===== src/rtl/regs_if.sv =====
// Control/data bundle between the multiplier controller, adder and the regs accumulator.
// shift_cnt/done exist only when REGS_SHIFT_COUNT_EN is defined.
interface regs_if #(
  parameter int WIDTH = 8
);
  localparam int CW = $clog2(WIDTH + 1);

  logic               RESET;
  logic               ADD;
  logic               SHIFT;
  logic [WIDTH-1:0]   sum;
  logic               carry;
  logic [WIDTH-1:0]   multiplier;
  logic [2*WIDTH:0]   register;
`ifdef REGS_SHIFT_COUNT_EN
  logic [CW-1:0]      shift_cnt;
  logic               done;

  modport master (
    output RESET, ADD, SHIFT, sum, carry, multiplier,
    input  register, shift_cnt, done
  );

  modport slave (
    input  RESET, ADD, SHIFT, sum, carry, multiplier,
    output register, shift_cnt, done
  );
`else
  modport master (
    output RESET, ADD, SHIFT, sum, carry, multiplier,
    input  register
  );

  modport slave (
    input  RESET, ADD, SHIFT, sum, carry, multiplier,
    output register
  );
`endif
endinterface


===== src/rtl/regs.sv =====
// Accumulator/multiplier register {carry, partial sum, multiplier} for a shift-and-add multiplier.
// Latency: every clocked update is visible one edge later; output is purely registered.
// Backpressure: none, commands are accepted every cycle. Optional shift counter: REGS_SHIFT_COUNT_EN.
module regs #(
  parameter int WIDTH = 8
) (
  input  logic  clk,
  input  logic  n_reset,
  regs_if.slave bus
);

  logic [2*WIDTH:0] reg_q;

  always_ff @(posedge clk or negedge n_reset) begin
    if (!n_reset) begin
      reg_q <= '0;
    end else if (bus.RESET) begin
      reg_q <= {{(WIDTH+1){1'b0}}, bus.multiplier};
    end else begin
      unique case ({bus.ADD, bus.SHIFT})
        2'b10:   reg_q <= {bus.carry, bus.sum, reg_q[WIDTH-1:0]};
        2'b01:   reg_q <= {1'b0, reg_q[2*WIDTH:1]};
        // Shift-add: the ADD result already moved one place right.
        2'b11:   reg_q <= {1'b0, bus.carry, bus.sum, reg_q[WIDTH-1:1]};
        default: reg_q <= reg_q;
      endcase
    end
  end

  assign bus.register = reg_q;

`ifdef REGS_SHIFT_COUNT_EN
  localparam int CW = $clog2(WIDTH + 1);
  localparam logic [CW-1:0] CNT_MAX = CW'(WIDTH);

  logic [CW-1:0] cnt_q;

  always_ff @(posedge clk or negedge n_reset) begin
    if (!n_reset) begin
      cnt_q <= '0;
    end else if (bus.RESET) begin
      cnt_q <= '0;
    end else if (bus.SHIFT && (cnt_q != CNT_MAX)) begin
      cnt_q <= cnt_q + 1'b1;
    end
  end

  assign bus.shift_cnt = cnt_q;
  assign bus.done      = (cnt_q == CNT_MAX);
`endif

endmodule


===== src/flat_wrapper.sv =====
// flat-port wrapper written by rule: the top's interface ports become plain ports
module regs_flat 
#(
  parameter int WIDTH = 8
)
  (clk, n_reset, bus_RESET, bus_ADD, bus_SHIFT, bus_sum, bus_carry, bus_multiplier, bus_register);
  regs_if #(.WIDTH(WIDTH)) bus_i ();
  input  logic clk;
  input  logic n_reset;
  input wire logic [$bits(bus_i.RESET)-1:0] bus_RESET;
  input wire logic [$bits(bus_i.ADD)-1:0] bus_ADD;
  input wire logic [$bits(bus_i.SHIFT)-1:0] bus_SHIFT;
  input wire logic [$bits(bus_i.sum)-1:0] bus_sum;
  input wire logic [$bits(bus_i.carry)-1:0] bus_carry;
  input wire logic [$bits(bus_i.multiplier)-1:0] bus_multiplier;
  output wire logic [$bits(bus_i.register)-1:0] bus_register;
  assign bus_i.RESET = bus_RESET;
  assign bus_i.ADD = bus_ADD;
  assign bus_i.SHIFT = bus_SHIFT;
  assign bus_i.sum = bus_sum;
  assign bus_i.carry = bus_carry;
  assign bus_i.multiplier = bus_multiplier;
  assign bus_register = bus_i.register;
  regs #(.WIDTH(WIDTH)) u_core (.clk(clk), .n_reset(n_reset), .bus(bus_i));
endmodule

===== config.mk =====
export PLATFORM = sky130hd
export DESIGN_NAME = regs_flat
export DESIGN_NICKNAME = d
export VERILOG_FILES = /design/src/rtl/regs_if.sv /design/src/rtl/regs.sv /design/src/flat_wrapper.sv
export SDC_FILE = /design/constraint.sdc
export NUM_CORES = 1
export LEC_CHECK = 0
export CORE_MARGIN = 8
export CORE_UTILIZATION = 45
export DETAILED_ROUTE_END_ITERATION = 12
export PLACE_DENSITY = 0.93
export SETUP_SLACK_MARGIN = 0.02
export SLEW_MARGIN = 5
export SYNTH_ARGS = -nofsm -noshare
export SYNTH_HDL_FRONTEND = slang
export SYNTH_SLANG_ARGS = --single-unit

===== constraint.sdc =====
create_clock -name clk -period 3.75 [get_ports clk]
set_clock_uncertainty 0.2 [all_clocks]
set_input_delay 0.75 -clock clk [delete_from_list [all_inputs] [get_ports clk]]
set_output_delay 0.75 -clock clk [all_outputs]
set_load 0.01 [all_outputs]

# After elaboration in Yosys (flattened, before gate mapping)
# Index checks and enable logic that the tools add are counted.
[word_totals]
in_bits = 22
regBits = 17
out_inout_bits = 17
word_cells = 11
[classes]
eq_ne = 4
mux = 2
n_reduce_logical = 3
[ops]
columns = ["cell", "n"]
rows = [
  ["$pmux W17 S3", 1],
  ["$mux W17", 1],
  ["$eq A2 B2 Y1 const B", 2],
  ["$reduce_bool A4 Y1", 1],
  ["$reduce_bool A3 Y1", 1],
  ["$eq A2 B1 Y1 const B", 1],
  ["$ne A2 B2 Y1 const B", 1],
  ["$reduce_and A2 Y1", 1],
]

# Logic depth before layout (Yosys ltp)
# Gate-level depths: netlist of the first run.
[depth]
depth_word = 3
ltp_mapped = 6
mapped_depth_nobuf = 5

# Worst setup path after synthesis of the first run
# Ideal clock, no wire load.
[synth_timing]
path_kind = "input to register"
start = "in bus_ADD"
end = "reg u_core.reg_q[14] (netlist: u_core.bus.register[14])"
arrival_time_ns = 1.723
path_slack_ns = 1.705
required_ns = 3.428
setup_ns = 0.122
n_path_buf = 1
cell_stages = 5
cell_sequence = "inv_1 -> ha_1 -> buf_6 -> a221o_1 -> a32o_1"
[synth_between]
elab_chain_cells = 3
word_cells_on_any_way = 6
classes_between = "3 x eq/ne; 2 x mux; 1 x reduce/logical"
[synth_rtl]
columns = ["item", "line_no", "rtl"]
rows = [
  ["start, declared", "flat_wrapper.sv:11", "input wire logic [$bits(bus_i.ADD)-1:0] bus_ADD;"],
  ["$eq A2 B2 Y1 / $eq A2 B1 Y1 (equally long branches)", "regs.sv:20", "unique case ({bus.ADD, bus.SHIFT})"],
  ["$pmux W17 S3", "regs.sv:20", ""],
  ["$mux W17", "regs.sv:17", "end else if (bus.RESET) begin"],
  ["end signal, assigned", "regs.sv:18", "reg_q <= {{(WIDTH+1){1'b0}}, bus.multiplier};"],
  ["end signal, assigned", "regs.sv:21", "2'b10: reg_q <= {bus.carry, bus.sum, reg_q[WIDTH-1:0]};"],
  ["end signal, assigned", "regs.sv:22", "2'b01: reg_q <= {1'b0, reg_q[2*WIDTH:1]};"],
  ["end, declared", "regs.sv:12", "logic [2*WIDTH:0] reg_q;"],
]
# Several ways; a longest one is shown, not always the timed one. The select of a mux whose other input is x is not followed.
# A chain may end at the register's enable or synchronous reset.

# Worst setup path in the final report of the first run
[layout_timing]
start = "in bus_SHIFT"
end = "reg u_core.reg_q[13] (netlist: u_core.bus.register[13])"
[layout_between]
elab_chain_cells = 3
word_cells_on_any_way = 6
classes_between = "3 x eq/ne; 2 x mux; 1 x reduce/logical"
[layout_rtl]
columns = ["item", "line_no", "rtl"]
rows = [
  ["start, declared", "flat_wrapper.sv:12", "input wire logic [$bits(bus_i.SHIFT)-1:0] bus_SHIFT;"],
  ["$eq A2 B2 Y1 / $eq A2 B1 Y1 (equally long branches)", "regs.sv:20", ""],
  ["$pmux W17 S3", "regs.sv:20", ""],
  ["$mux W17", "regs.sv:17", ""],
]
# Several ways; a longest one is shown, not always the timed one. The select of a mux whose other input is x is not followed.

==> results by group, run 1 <==
Status
  • Outcome: complete, no violations

Pwr
  • Sequential power share: 48.2%
  • Switching power: 0.1273 mW
  • P_int: 0.3183 mW
  • Switching Fraction: 28.57%
  • Comb pwr share: 29.5%
  • Clk pwr share: 22.3%
  • Worst VDD drop: 0.2576 mV
  • PwrDens: 332.9 nW/um2
  • P_leak: 0.5719 nW

Synthesis
  • Post-synthesis average cell area: 10.97 um2
  • Ranking of synthesized cells by area: dfrtp_1 46%, a32o_1 7.5%, mux2i_1 7.5%
  • Syn nets: 110
  • Synth Flop Type: dfrtp_1
  • Cell Area, Synth: 932.1 um2
  • Post-synthesis sequential area ratio: 45.64%
  • Post-synth EDFFs: 0
  • Cell with the most instances after synthesis: dfrtp_1
  • Mapped Cells: 85
  • Synth top cells by count: 17 x dfrtp_1, 10 x nand2_1, 8 x o21ai_0
  • Share of flip-flops with an asynchronous set or reset: 100.0%
  • Synth unique cells: 22
  • Biggest area consumer among synthesized cells: dfrtp_1
  • Yosys warns: 0
  • Post-synth top area share: 45.64%
  • Post-synthesis sequential element count: 17

Floorplanning
  • FP Rows: 16
  • Core area: 1962 um2
  • Die W: 61.51 um
  • Chip Height: 61.51 um
  • Die area: 3783 um2
  • Initial core utilization: 47.51%
  • Top Ports: 39

Drt
  • Vias: 857
  • Vias per cell: 5.752
  • DR iter-0 viols: 23
  • DRT Pass-1 Iters: 4
  • Wirelength per Cell: 17.54 um
  • Post-Route WL: 2614 um
  • DRC violations left: 0
  • Post-DRT Antenna Nets: 0

Placement
  • PortBufs: 38
  • RePlAce Congestion: 0.7341
  • Hpwl dp: 1938 um
  • Dpl ws: 708.7 ps

Worst setup path
  • Critical path arrival: 2780 ps
  • Startpoint types: primary input
  • Worst Setup End Kind: flop
  • Critical Path RT: 3780 ps
  • Crit Path Category: primary input to flop
  • Crit Path Max Fanout: 13

Global route
  • Initial antenna violation count: 0
  • Grt ovf: 0
  • All-Layer GR Usage: 14.34%
  • Number of global-route vias before repair: 920
  • First-pass GRT wire length: 4167 um
  • Largest net degree at the start of global routing: 20

Clocking
  • Post-cts resize count: 0
  • Hold-fix buffers, CTS: 0
  • CTS tree: done
  • Reg clk slew, reported paths: 100 ps
  • Clock tree root driver cell: clkbuf_4
  • Post-CTS setup buffers: 0
  • Worst-skew pair later-pin latency: 290 ps
  • Max clock buf depth: 2
  • Clk sink count: 17
  • H-tree levels: 1
  • Total CTS buffers: 3

Final layout
  • Final net count: 148
  • Diodes inserted: 0
  • Layout fillers: 167
  • Multi-input gate area: 457.9 um2
  • Storage cell area: 425.4 um2
  • Area growth from synthesis to layout: 43.62%
  • Max reg flops: 17
  • Layout cells sized above 1: 6.557%

Timing
  • Fin Setup TNS: 0 ps
  • Tmin final: 2749 ps
  • Final setup vio count: 0
  • Final WS setup: 1001 ps
  • Tcrit/Tclk final: 73.30%
  • Slew headroom: 49.06%
  • Final Max Tran Viols: 0
  • Highest Clock Rate: 0.3638 GHz
  • Hold Fails Final Rpt: 0
  • RSZ-0062 raised after global routing: false
  • Slew @ Worst Pin: 761.7 ps

Flow run
  • Max Cap Viol: 0

Hold path
  • Class of the worst hold path: flop to flop
[cell usage in the layout, fill, tap and decap left out]
| cell type | count |
|---|---|
| a21o_1 | 2 |
| a21oi_1 | 1 |
| a221o_1 | 6 |
| a221o_2 | 1 |
| a22o_1 | 1 |
| a22o_2 | 1 |
| a311oi_1 | 1 |
| a32o_1 | 7 |
| buf_4 | 1 |
| clkbuf_1 | 1 |
| clkbuf_4 | 3 |
| clkdlybuf4s50_1 | 38 |
| dfrtp_1 | 17 |
| ha_1 | 3 |
| inv_1 | 2 |
| mux2i_1 | 7 |
| nand2_1 | 10 |
| nor2_1 | 2 |
| nor2_2 | 1 |
| nor3b_4 | 1 |
| o211ai_1 | 1 |
| o21ai_0 | 8 |
| or3_1 | 7 |
[layout make-up]
class,count,share of cell area (%)
Clock buffer,4,1.963
Inverter,2,0.5607
Multi-Input combinational cell,60,34.21
Sequential cell,17,31.78
Tap cell,27,2.523
Timing Repair Buffer,39,28.97
[kinds of logic after synthesis]
logic type	after synthesis	synth area share [%]
adder cells (fa/ha/maj)	3	4.027
flip-flops	17	45.64
buffers and inverters	8	5.234
AND/OR/NAND/NOR	21	12.22
multiplexers	7	7.517
AO/OA/AOI/OAI	29	25.37
[power by group through the flow]
stage / logic [mW] / clock network, mW / registers, mW
after floorplan: 0.0515 / 0 / 0.224
after global placement: 0.128 / 0 / 0.217
after detailed placement: 0.132 / 0 / 0.218
after CTS: 0.133 / 0.101 / 0.215
after global routing: 0.142 / 0.108 / 0.217
final: 0.131 / 0.0996 / 0.215
[metal layers]
metal | global-route usage (%) | up-vias | routed length (um)
li1 | - | 401 | -
met1 | 17.03 | 411 | 1104
met2 | 23.34 | 42 | 1261
met3 | 5.219 | 3 | 222
met4 | 4.545 | 0 | 26
met5 | 0 | - | 0
[metrics by stage]
stage	power (mW)	cell area (um2)	utilization (%)	hold slack (ps)	instances
floorplan	0.2759	932.1	-	254.4	85
global placement	0.3456	1313	66.90	306.6	145
detailed placement	0.3505	1313	66.90	310.1	145
CTS	0.4487	1339	68.24	333.9	149
global route	0.4674	1339	68.24	365.7	149
finish	0.4457	1339	68.24	330.5	149
[worst paths after layout]
path | endpoint | start | cells after the start | slack, ps
min in group asynchronous | u_core.bus.register[3]$_DFFE_PN0P_ | n_reset | 1 | 700
max in group asynchronous | u_core.bus.register[15]$_DFFE_PN0P_ | n_reset | 1 | 2180
min | u_core.bus.register[8]$_DFFE_PN0P_ | u_core.bus.register[8]$_DFFE_PN0P_ | 1 | 330
max | u_core.bus.register[13]$_DFFE_PN0P_ | bus_SHIFT | 6 | 1000
min reg2reg | u_core.bus.register[8]$_DFFE_PN0P_ | u_core.bus.register[8]$_DFFE_PN0P_ | 1 | 330
max reg2reg | u_core.bus.register[13]$_DFFE_PN0P_ | u_core.bus.register[14]$_DFFE_PN0P_ | 2 | 2460
[worst max-delay path: stages]
cell	delay, ps
clkdlybuf4s50_1	460
buf_4	210
ha_1	450
inv_1	80
a21oi_1	550
a32o_1	280
Power figures use the tool's default switching activity.
==> inputs of run 2 (changes only) <==
--- a/config.mk
+++ b/config.mk
@@ -6,9 +6,9 @@
 export NUM_CORES = 1
 export LEC_CHECK = 0
 export CORE_MARGIN = 8
-export CORE_UTILIZATION = 45
+export CORE_UTILIZATION = 37
 export DETAILED_ROUTE_END_ITERATION = 12
-export PLACE_DENSITY = 0.93
+export PLACE_DENSITY = 0.83
 export SETUP_SLACK_MARGIN = 0.02
 export SLEW_MARGIN = 5
 export SYNTH_ARGS = -nofsm -noshare
==> constraint.sdc (replaced) <==
create_clock -name clk -period 2.3 [get_ports clk]
set_clock_uncertainty 0.2 [all_clocks]
set_input_delay 0.46 -clock clk [delete_from_list [all_inputs] [get_ports clk]]
set_output_delay 0.46 -clock clk [all_outputs]
set_load 0.01 [all_outputs]
==> run 2 against run 1 <==
Effect of this change: setup slack worse by 760 ps; count of clock-buffer cells in the layout is 1 lower; die area up 16%; first-iteration DRC count up 65%; non-clock buffer count increased by 9; sequential share of layout area down 1.6 points; global-route usage down 3.4 points; critical path depth shrank 1; routed wire length shrank 3.6%; final cell count increased by 8.1%.
==> results by group, run 2 (synthesis gave the netlist of run 1 again) <==
Final layout
  • Diodes inserted: 0
  • Design area: 1411 um2
  • Final net count: 157
  • Layout fillers: 227
  • Non-filler cells, final: 161
  • Area growth from synthesis to layout: 51.41%
  • Max reg flops: 17
  • Layout cells sized above 1: 13.74%
  • Commonest non-fill, non-tap cell in the layout: clkdlybuf4s50_1
  • Most frequent cells in the layout: 38 x clkdlybuf4s50_1, 17 x dfrtp_1, 10 x nand2_1, 10 x buf_4, 8 x o21ai_0

Placement
  • RePlAce Congestion: 0.7748
  • Dpl ws: -40.20 ps
  • PortBufs: 38
  • Hpwl dp: 1958 um
  • Area after DPL: 1384 um2
  • Placed Cells: 157

Worst setup path
  • Critical path arrival: 2080 ps
  • Crit Path Category: primary input to flop
  • Worst Setup End Kind: flop
  • Crit Path Max Fanout: 8
  • Startpoint types: primary input
  • Critical Path RT: 2320 ps

Global route
  • All-Layer GR Usage: 10.99%
  • Number of global-route vias before repair: 871
  • Initial antenna violation count: 0
  • Largest net degree at the start of global routing: 18
  • First-pass GRT wire length: 3939 um
  • Grt ovf: 0

Floorplanning
  • Initial core utilization: 38.32%
  • Die W: 66.19 um
  • Chip Height: 66.19 um
  • Top Ports: 39
  • Core area: 2432 um2
  • Die area: 4381 um2
  • FP Rows: 18

Timing
  • Worst hold slack: 307.9 ps
  • Hold Fails Final Rpt: 0
  • Highest Clock Rate: 0.4852 GHz
  • Slew @ Worst Pin: 627.8 ps
  • Final WS setup: 239.2 ps
  • Tcrit/Tclk final: 89.60%
  • Tmin final: 2061 ps
  • Final setup vio count: 0
  • RSZ-0062 raised after global routing: false
  • Slew headroom: 58.15%
  • Final Max Tran Viols: 0

Drt
  • DR iter-0 viols: 38
  • Post-Route WL: 2520 um
  • Wirelength per Cell: 15.65 um
  • Vias: 855
  • DRT Pass-1 Iters: 4
  • Post-DRT Antenna Nets: 0
  • Vias per cell: 5.311
  • DRC violations left: 0

Pwr
  • P_leak: 0.6199 nW
  • P_int: 0.5256 mW
  • Switching Fraction: 27.95%
  • Switching power: 0.2039 mW
  • Clk pwr share: 21.1%
  • Comb pwr share: 30.8%
  • Worst VDD drop: 0.3495 mV
  • PwrDens: 516.9 nW/um2
  • Sequential power share: 48.0%

Clocking
  • Post-cts resize count: 0
  • CTS tree: done
  • Reg clk slew, reported paths: 100 ps
  • Clk sink count: 17
  • Total CTS buffers: 3
  • Clock tree root driver cell: clkbuf_4
  • Max clock buf depth: 2
  • Hold-fix buffers, CTS: 0
  • H-tree levels: 1
  • Post-CTS setup buffers: 0
  • Worst-skew pair later-pin latency: 280 ps

Hold path
  • Class of the worst hold path: primary input to asynchronous set/reset pin

Flow run
  • Max Cap Viol: 0

Status
  • Outcome: complete, no violations
==> run 2: cell types whose count changed in the layout (fill, tap and decap cells not counted), sizes merged <==
cell	change
buf	+9
clkbuf	-1
clkinv	+1
==> run 2: critical path, stage by stage <==
cell             delay, ps
clkdlybuf4s50_1        530
ha_1                   250
inv_1                   60
a21oi_1                520
a32o_1                 260
==> run 2: final cells by class <==
| cell class | count | area, um2 | share of cell area (%) |
|---|---|---|---|
| multi-input cells | 60 | 457.9 | 32.45 |
| clock inverters | 1 | 5.005 | 0.3546 |
| well taps | 30 | 37.54 | 2.660 |
| repair buffers | 48 | 455.4 | 32.27 |
| flip-flops and latches | 17 | 425.4 | 30.14 |
| inverters | 2 | 7.507 | 0.5319 |
| clock buffers | 3 | 22.52 | 1.596 |
==> run 2: path summary, 6_finish.rpt <==
kind | start | endpoint | slack [ps] | cells after the start
min reg2reg | u_core.bus.register[16]$_DFFE_PN0P_ | u_core.bus.register[16]$_DFFE_PN0P_ | 340 | 2
min in group clk | u_core.bus.register[16]$_DFFE_PN0P_ | u_core.bus.register[16]$_DFFE_PN0P_ | 340 | 2
max in group asynchronous | n_reset | u_core.bus.register[16]$_DFFE_PN0P_ | 1410 | 2
min | n_reset | u_core.bus.register[2]$_DFFE_PN0P_ | 310 | 2
max | bus_SHIFT | u_core.bus.register[14]$_DFFE_PN0P_ | 240 | 5
max reg2reg | u_core.bus.register[15]$_DFFE_PN0P_ | u_core.bus.register[14]$_DFFE_PN0P_ | 1020 | 2
==> run 2: per-layer routing <==
layer | vias up | wire, um | global-route usage [%]
met2 | 35 | 1118 | 18.46
met3 | 0 | 255 | 5.254
met1 | 402 | 1146 | 12.87
met4 | 0 | 0 | 0.8000
li1 | 418 | - | -
met5 | - | 0 | 0
==> run 2: stage by stage <==
stage	utilization (%)	power, mW	setup TNS, ps
2_1_floorplan	-	0.4499	0
3_3_place_gp	56.89	0.5756	0
3_5_place_dp	56.89	0.5822	-221.4
4_1_cts	58.02	0.7409	0
5_1_grt	58.02	0.7783	0
6_report	58.02	0.7295	0
==> run 2: power by group through the flow <==
stage	Clock (mW)	Combinational, mW	Sequential [mW]
4_1_cts	0.163	0.227	0.350
3_5_place_dp	0	0.227	0.356
3_3_place_gp	0	0.222	0.354
2_1_floorplan	0	0.0840	0.366
6_report	0.154	0.225	0.350
5_1_grt	0.179	0.245	0.354
==> inputs of run 3 (changes only) <==
--- a/config.mk
+++ b/config.mk
@@ -8,6 +8,7 @@
 export CORE_MARGIN = 8
 export CORE_UTILIZATION = 37
 export DETAILED_ROUTE_END_ITERATION = 12
+export GPL_TIMING_DRIVEN = 0
 export PLACE_DENSITY = 0.83
 export SETUP_SLACK_MARGIN = 0.02
 export SLEW_MARGIN = 5
==> run 3 against run 2 <==
Effect of this change: combinational power shrank 3%; setup slack lost 44 ps; final cell count shrank 3.1%; worst hold slack gained 3.7 ps; core utilization shrank 1.8 points; non-clock buffer count shrank 5; sequential power is essentially flat; register-to-register slack is essentially flat; critical path type unchanged; critical endpoint unchanged; highest routed layer unchanged.
==> results by group, run 3 (synthesis gave the netlist of run 1 again) <==
Status
  • Outcome: complete, no violations

Placement
  • PortBufs: 37
  • Dpl ws: -114.6 ps
  • Hpwl dp: 2003 um
  • RePlAce Congestion: 0.7394
  • Placed Cells: 152

Pwr
  • Worst VDD drop: 0.3327 mV
  • P_leak: 0.5919 nW
  • Total Power: 0.7276 mW
  • PwrDens: 532.0 nW/um2

Drt
  • DRT Pass-1 Iters: 4
  • Vias per cell: 5.494
  • DR iter-0 viols: 47
  • DRC violations left: 0
  • Post-Route WL: 2647 um
  • Wirelength per Cell: 16.97 um
  • Post-DRT Antenna Nets: 0
  • Vias: 857

Clocking
  • Post-CTS setup buffers: 0
  • Hold-fix buffers, CTS: 0
  • Worst-skew pair later-pin latency: 280 ps
  • Clk sink count: 17
  • Post-cts resize count: 0
  • CTS tree: done
  • Max clock buf depth: 2
  • Total CTS buffers: 3
  • Reg clk slew, reported paths: 100 ps
  • H-tree levels: 1
  • Clock tree root driver cell: clkbuf_4

Worst setup path
  • Critical path arrival: 2080 ps
  • Startpoint types: primary input
  • Crit Path Category: primary input to flop
  • Critical Path RT: 2280 ps
  • Crit Path Max Fanout: 10
  • Worst Setup End Kind: flop

Final layout
  • Max reg flops: 17
  • Area growth from synthesis to layout: 46.71%
  • Layout cells sized above 1: 10.32%
  • Final net count: 152
  • Commonest non-fill, non-tap cell in the layout: clkdlybuf4s50_1
  • Non-filler cells, final: 156
  • Most frequent cells in the layout: 37 x clkdlybuf4s50_1, 17 x dfrtp_1, 10 x nand2_1
  • Diodes inserted: 0
  • Layout fillers: 230

Floorplanning
  • Die area: 4381 um2
  • Chip Height: 66.19 um
  • Die W: 66.19 um
  • Core area: 2432 um2
  • FP Rows: 18
  • Top Ports: 39
  • Initial core utilization: 38.32%

Timing
  • Tmin final: 2105 ps
  • Worst hold slack: 311.6 ps
  • Tcrit/Tclk final: 91.51%
  • Slew @ Worst Pin: 778.1 ps
  • Slew headroom: 47.96%
  • RSZ-0062 raised after global routing: false
  • Hold Fails Final Rpt: 0
  • Highest Clock Rate: 0.4751 GHz
  • Final WS setup: 195.3 ps
  • Final Max Tran Viols: 0
  • Final setup vio count: 0

Global route
  • First-pass GRT wire length: 4146 um
  • All-Layer GR Usage: 11.89%
  • Largest net degree at the start of global routing: 18
  • Initial antenna violation count: 0
  • Grt ovf: 0
  • Number of global-route vias before repair: 894

Flow run
  • Max Cap Viol: 0

Hold path
  • Class of the worst hold path: primary input to flop
run 3: changes by cell type in the layout (fill, tap and decap cells not counted), sizes merged:
cell / change
buf: -5
clkbuf: +1
clkdlybuf4s50: -1
run 3: through the flow:
step,util [%],cell area [um2],TNS (ps)
final,56.22,1368,0
after global routing,56.22,1368,0
after CTS,56.22,1368,0
after detailed placement,55.09,1340,-780.9
after global placement,55.09,1340,-442.0
after floorplan,-,932.1,0
run 3: power by group:
part           total (mW)  internal, mW  switching, mW
clock network       0.160        0.0645         0.0950
registers           0.349         0.327         0.0219
logic               0.219         0.127         0.0923
run 3: area by class of cell:
type	count	area [um2]	area share, %
repair buffers	37	370.4	27.08
plain buffers	6	41.29	3.019
inverters	2	7.507	0.5489
clock inverters	1	5.005	0.3660
clock buffers	3	22.52	1.647
well taps	30	37.54	2.745
flip-flops and latches	17	425.4	31.11
multi-input cells	60	457.9	33.49
run 3: critical path, stage by stage:
cell and delay, ps:
clkdlybuf4s50_1 510, inv_1 50, ha_1 290, buf_6 190
a221o_1 330, a32o_1 240
run 3: final timing paths:
path                                                startpoint                                  end  slack, ps  cells past startpoint
max                                                    bus_ADD  u_core.bus.register[14]$_DFFE_PN0P_        200                      6
min                                                  bus_RESET   u_core.bus.register[3]$_DFFE_PN0P_        310                      2
max reg2reg                u_core.bus.register[15]$_DFFE_PN0P_  u_core.bus.register[14]$_DFFE_PN0P_       1020                      2
min reg2reg                 u_core.bus.register[8]$_DFFE_PN0P_   u_core.bus.register[8]$_DFFE_PN0P_        330                      1
max in group asynchronous                              n_reset   u_core.bus.register[4]$_DFFE_PN0P_       1000                      1
min in group asynchronous                              n_reset   u_core.bus.register[3]$_DFFE_PN0P_        420                      1
run 3: metal layers:
| metal | global-route usage (%) | up-vias | wire, um | share of wire [%] |
|---|---|---|---|---|
| li1 | - | 413 | - | - |
| met3 | 6.102 | 0 | 294 | 11 |
| met4 | 2.133 | 0 | 0 | 0 |
| met1 | 13.16 | 407 | 1162 | 44 |
| met5 | 0 | - | 0 | 0 |
| met2 | 20.02 | 37 | 1190 | 45 |
==> RTL edit (flow settings as in run 2) <==
`WIDTH` is set to 8 in 3 places; all go to 16.
--- a/src/rtl/regs_if.sv
+++ b/src/rtl/regs_if.sv
@@ -2,5 +2,5 @@
 // shift_cnt/done exist only when REGS_SHIFT_COUNT_EN is defined.
 interface regs_if #(
-  parameter int WIDTH = 8
+  parameter int WIDTH = 16
 );
   localparam int CW = $clog2(WIDTH + 1);
--- a/src/rtl/regs.sv
+++ b/src/rtl/regs.sv
@@ -3,5 +3,5 @@
 // Backpressure: none, commands are accepted every cycle. Optional shift counter: REGS_SHIFT_COUNT_EN.
 module regs #(
-  parameter int WIDTH = 8
+  parameter int WIDTH = 16
 ) (
   input  logic  clk,
--- a/src/flat_wrapper.sv
+++ b/src/flat_wrapper.sv
@@ -2,5 +2,5 @@
 module regs_flat 
 #(
-  parameter int WIDTH = 8
+  parameter int WIDTH = 16
 )
   (clk, n_reset, bus_RESET, bus_ADD, bus_SHIFT, bus_sum, bus_carry, bus_multiplier, bus_register);
Ports: changed (resized bus_multiplier, bus_register and bus_sum); port bits go from 39 to 71. No check against the original RTL was run, so the function may have changed too.
==> RTL edit against run 2 <==
  * Worst setup slack worse by 92 ps
  * Die area rose by 77%
  * Critical endpoint is now u_core.bus.register[20]$_DFFE_PN0P_
  * Routed wire length is 120% higher
  * Critical path depth is 1 higher
  * Non-clock buffer count grew 38
  * Power increased by 110%
  * Design area rose by 100%
  * Global-route usage rose by 3.7 points
  * Synthesized area rose by 110%
  * Sequential cell count up 16
  * Sequential share of layout area fell by 0.95 points
==> RTL edit: results (changes against run 2) <==
run_status:
  outcome: "finished, final reports clean"  # unchanged
layout:
  regArea_um2: 826  # was 425 um2
  nFillCells: 442  # was 227
  drive_gt1_share_pct: 13.7  # about the same
  largest_register_ffs: 33  # was 17
  antenna_cells: 0  # unchanged
  fin_nets: 305  # was 157
worst_setup_path:
  crit_path_max_fanout: 22  # was 8
  path_delay_family: "buffers and inverters"  # was compound AO/OA/AOI/OAI gates
  slowest_delay_ps: 490  # was 530 ps
  critical_path_arrival_ps: 2120  # was 2080 ps
  crit_slowest_cell: "clkdlybuf4s50_1"  # unchanged
route:
  routed_wl_um: 5530  # was 2520 um
  drt_iter0_drc: 84  # was 38
  vias: 1756  # was 855
  vias_per_cell: 5.27  # was 5.31
  dr.pass1.iters: 5  # was 4
cts:
  cts_buffers: 5  # was 3
  cts_resized: 0  # unchanged
  cts-root-buf: "clkbuf_8"  # was clkbuf_4
  cts_max_path_buffers: 2  # unchanged
  h-tree-depth: 2  # was 1
  clock_latency_ps: 280  # about the same
  cts_setup_buffers: 0  # unchanged
  clk_pin_slew_ps: 60  # was 100 ps
synthesis:
  async_flop_share_pct: 100  # unchanged
  synth_mux_area_share_pct: 7.82  # was 7.52%
  ys_seq_area_share_pct: 43.0  # was 45.6%
  yosys-top-cells-count: "dfrtp_1 (33), nand2_1 (32)"  # was dfrtp_1 (17), nand2_1 (10), o21ai_0 (8)
  syn_nets: 230  # was 110
  ys.flop_type: "dfrtp_1"  # unchanged
  synthXorXnorAreaFrac_pct: 0  # unchanged
  synth_compound_area_share_pct: 21.6  # was 25.4%
  synth_adder_area_share_pct: 1.96  # was 4.03%
  yosysWarnings: 0  # unchanged
  postSynthCellCount: 189  # was 85
  synth.area.top_cells: "dfrtp_1 (43%), a32o_1 (7.8%), mux2i_1 (7.8%)"  # was dfrtp_1 (46%), a32o_1 (7.5%), mux2i_1 (7.5%)
  yosysUniqueCellTypes: 26  # was 22
place:
  gp_congestion: 0.743  # was 0.775
  dp.cells: 327  # was 157
  dp_hpwl_um: 3990  # was 1960 um
  portBuffers: 70  # was 38
  place_ws_ps: -204  # was -40.2 ps
  dpl-instance-area_mm2: 0.00275  # was 0.00138 mm2
power_and_ir_drop:
  p_leak_nw: 1.26  # was 0.620 nW
  ir_drop_v: 0.000327  # was 0.000349 V
global_routing:
  grtUsageTotal_pct: 14.7  # was 11.0%
  grt_pass1_wl_um: 8970  # was 3940 um
  grt_max_degree: 34  # was 18
  antenna_found_initial: 0  # unchanged
worst_hold_path:
  hp-class: "reg2reg"  # was in2async
timing:
  worstMarginPinSlew_ps: 459  # was 628 ps
==> RTL edit: routing by layer <==
metal	vias up	track usage (%)	share of wire, %
met1	812	17.4	42
met2	87	22.4	44
met4	0	4.61	1.2
met5	-	0	0
li1	851	-	-
met3	6	7.60	12
==> RTL edit: power by group <==
| part | switching (mW) | total (mW) | internal (mW) |
|---|---|---|---|
| logic | 0.185 | 0.445 | 0.260 |
| registers | 0.0457 | 0.682 | 0.636 |
| clock network | 0.201 | 0.400 | 0.199 |
| total | 0.432 | 1.53 | 1.10 |
==> RTL edit: final timing paths <==
kind	start	to	slack, ps	depth (start not counted)
max in group asynchronous	n_reset	u_core.bus.register[31]$_DFFE_PN0P_	1200	2
worst min register to register	u_core.bus.register[32]$_DFFE_PN0P_	u_core.bus.register[32]$_DFFE_PN0P_	320	2
worst max register to register	u_core.bus.register[32]$_DFFE_PN0P_	u_core.bus.register[31]$_DFFE_PN0P_	1100	2
min in group asynchronous	n_reset	u_core.bus.register[4]$_DFFE_PN0P_	380	2
worst min-delay path	u_core.bus.register[32]$_DFFE_PN0P_	u_core.bus.register[32]$_DFFE_PN0P_	320	2
worst max-delay path	bus_SHIFT	u_core.bus.register[20]$_DFFE_PN0P_	150	6
==> RTL edit: kinds of logic after synthesis <==
group                    Yosys count
adder cells (fa/ha/maj)            3
multiplexers                      15
flip-flops                        33
AO/OA/AOI/OAI                     52
AND/OR/NAND/NOR                   66
buffers and inverters             20
==> RTL edit: final cells by class <==
class                      count  share of cell area [%]
inverter                       2                   0.265
multi-input combinational    136                    34.9
timing repair buffer          86                    29.9
tap                           70                    3.10
clock buffer                   5                    2.43
sequential                    33                    29.2
clock inverter                 1                   0.177
==> RTL edit: tightest hold or removal path, stage by stage, from the launching register on <==
cell	delay, ps
dfrtp_1	370
nand2_1	70
o21ai_2	50
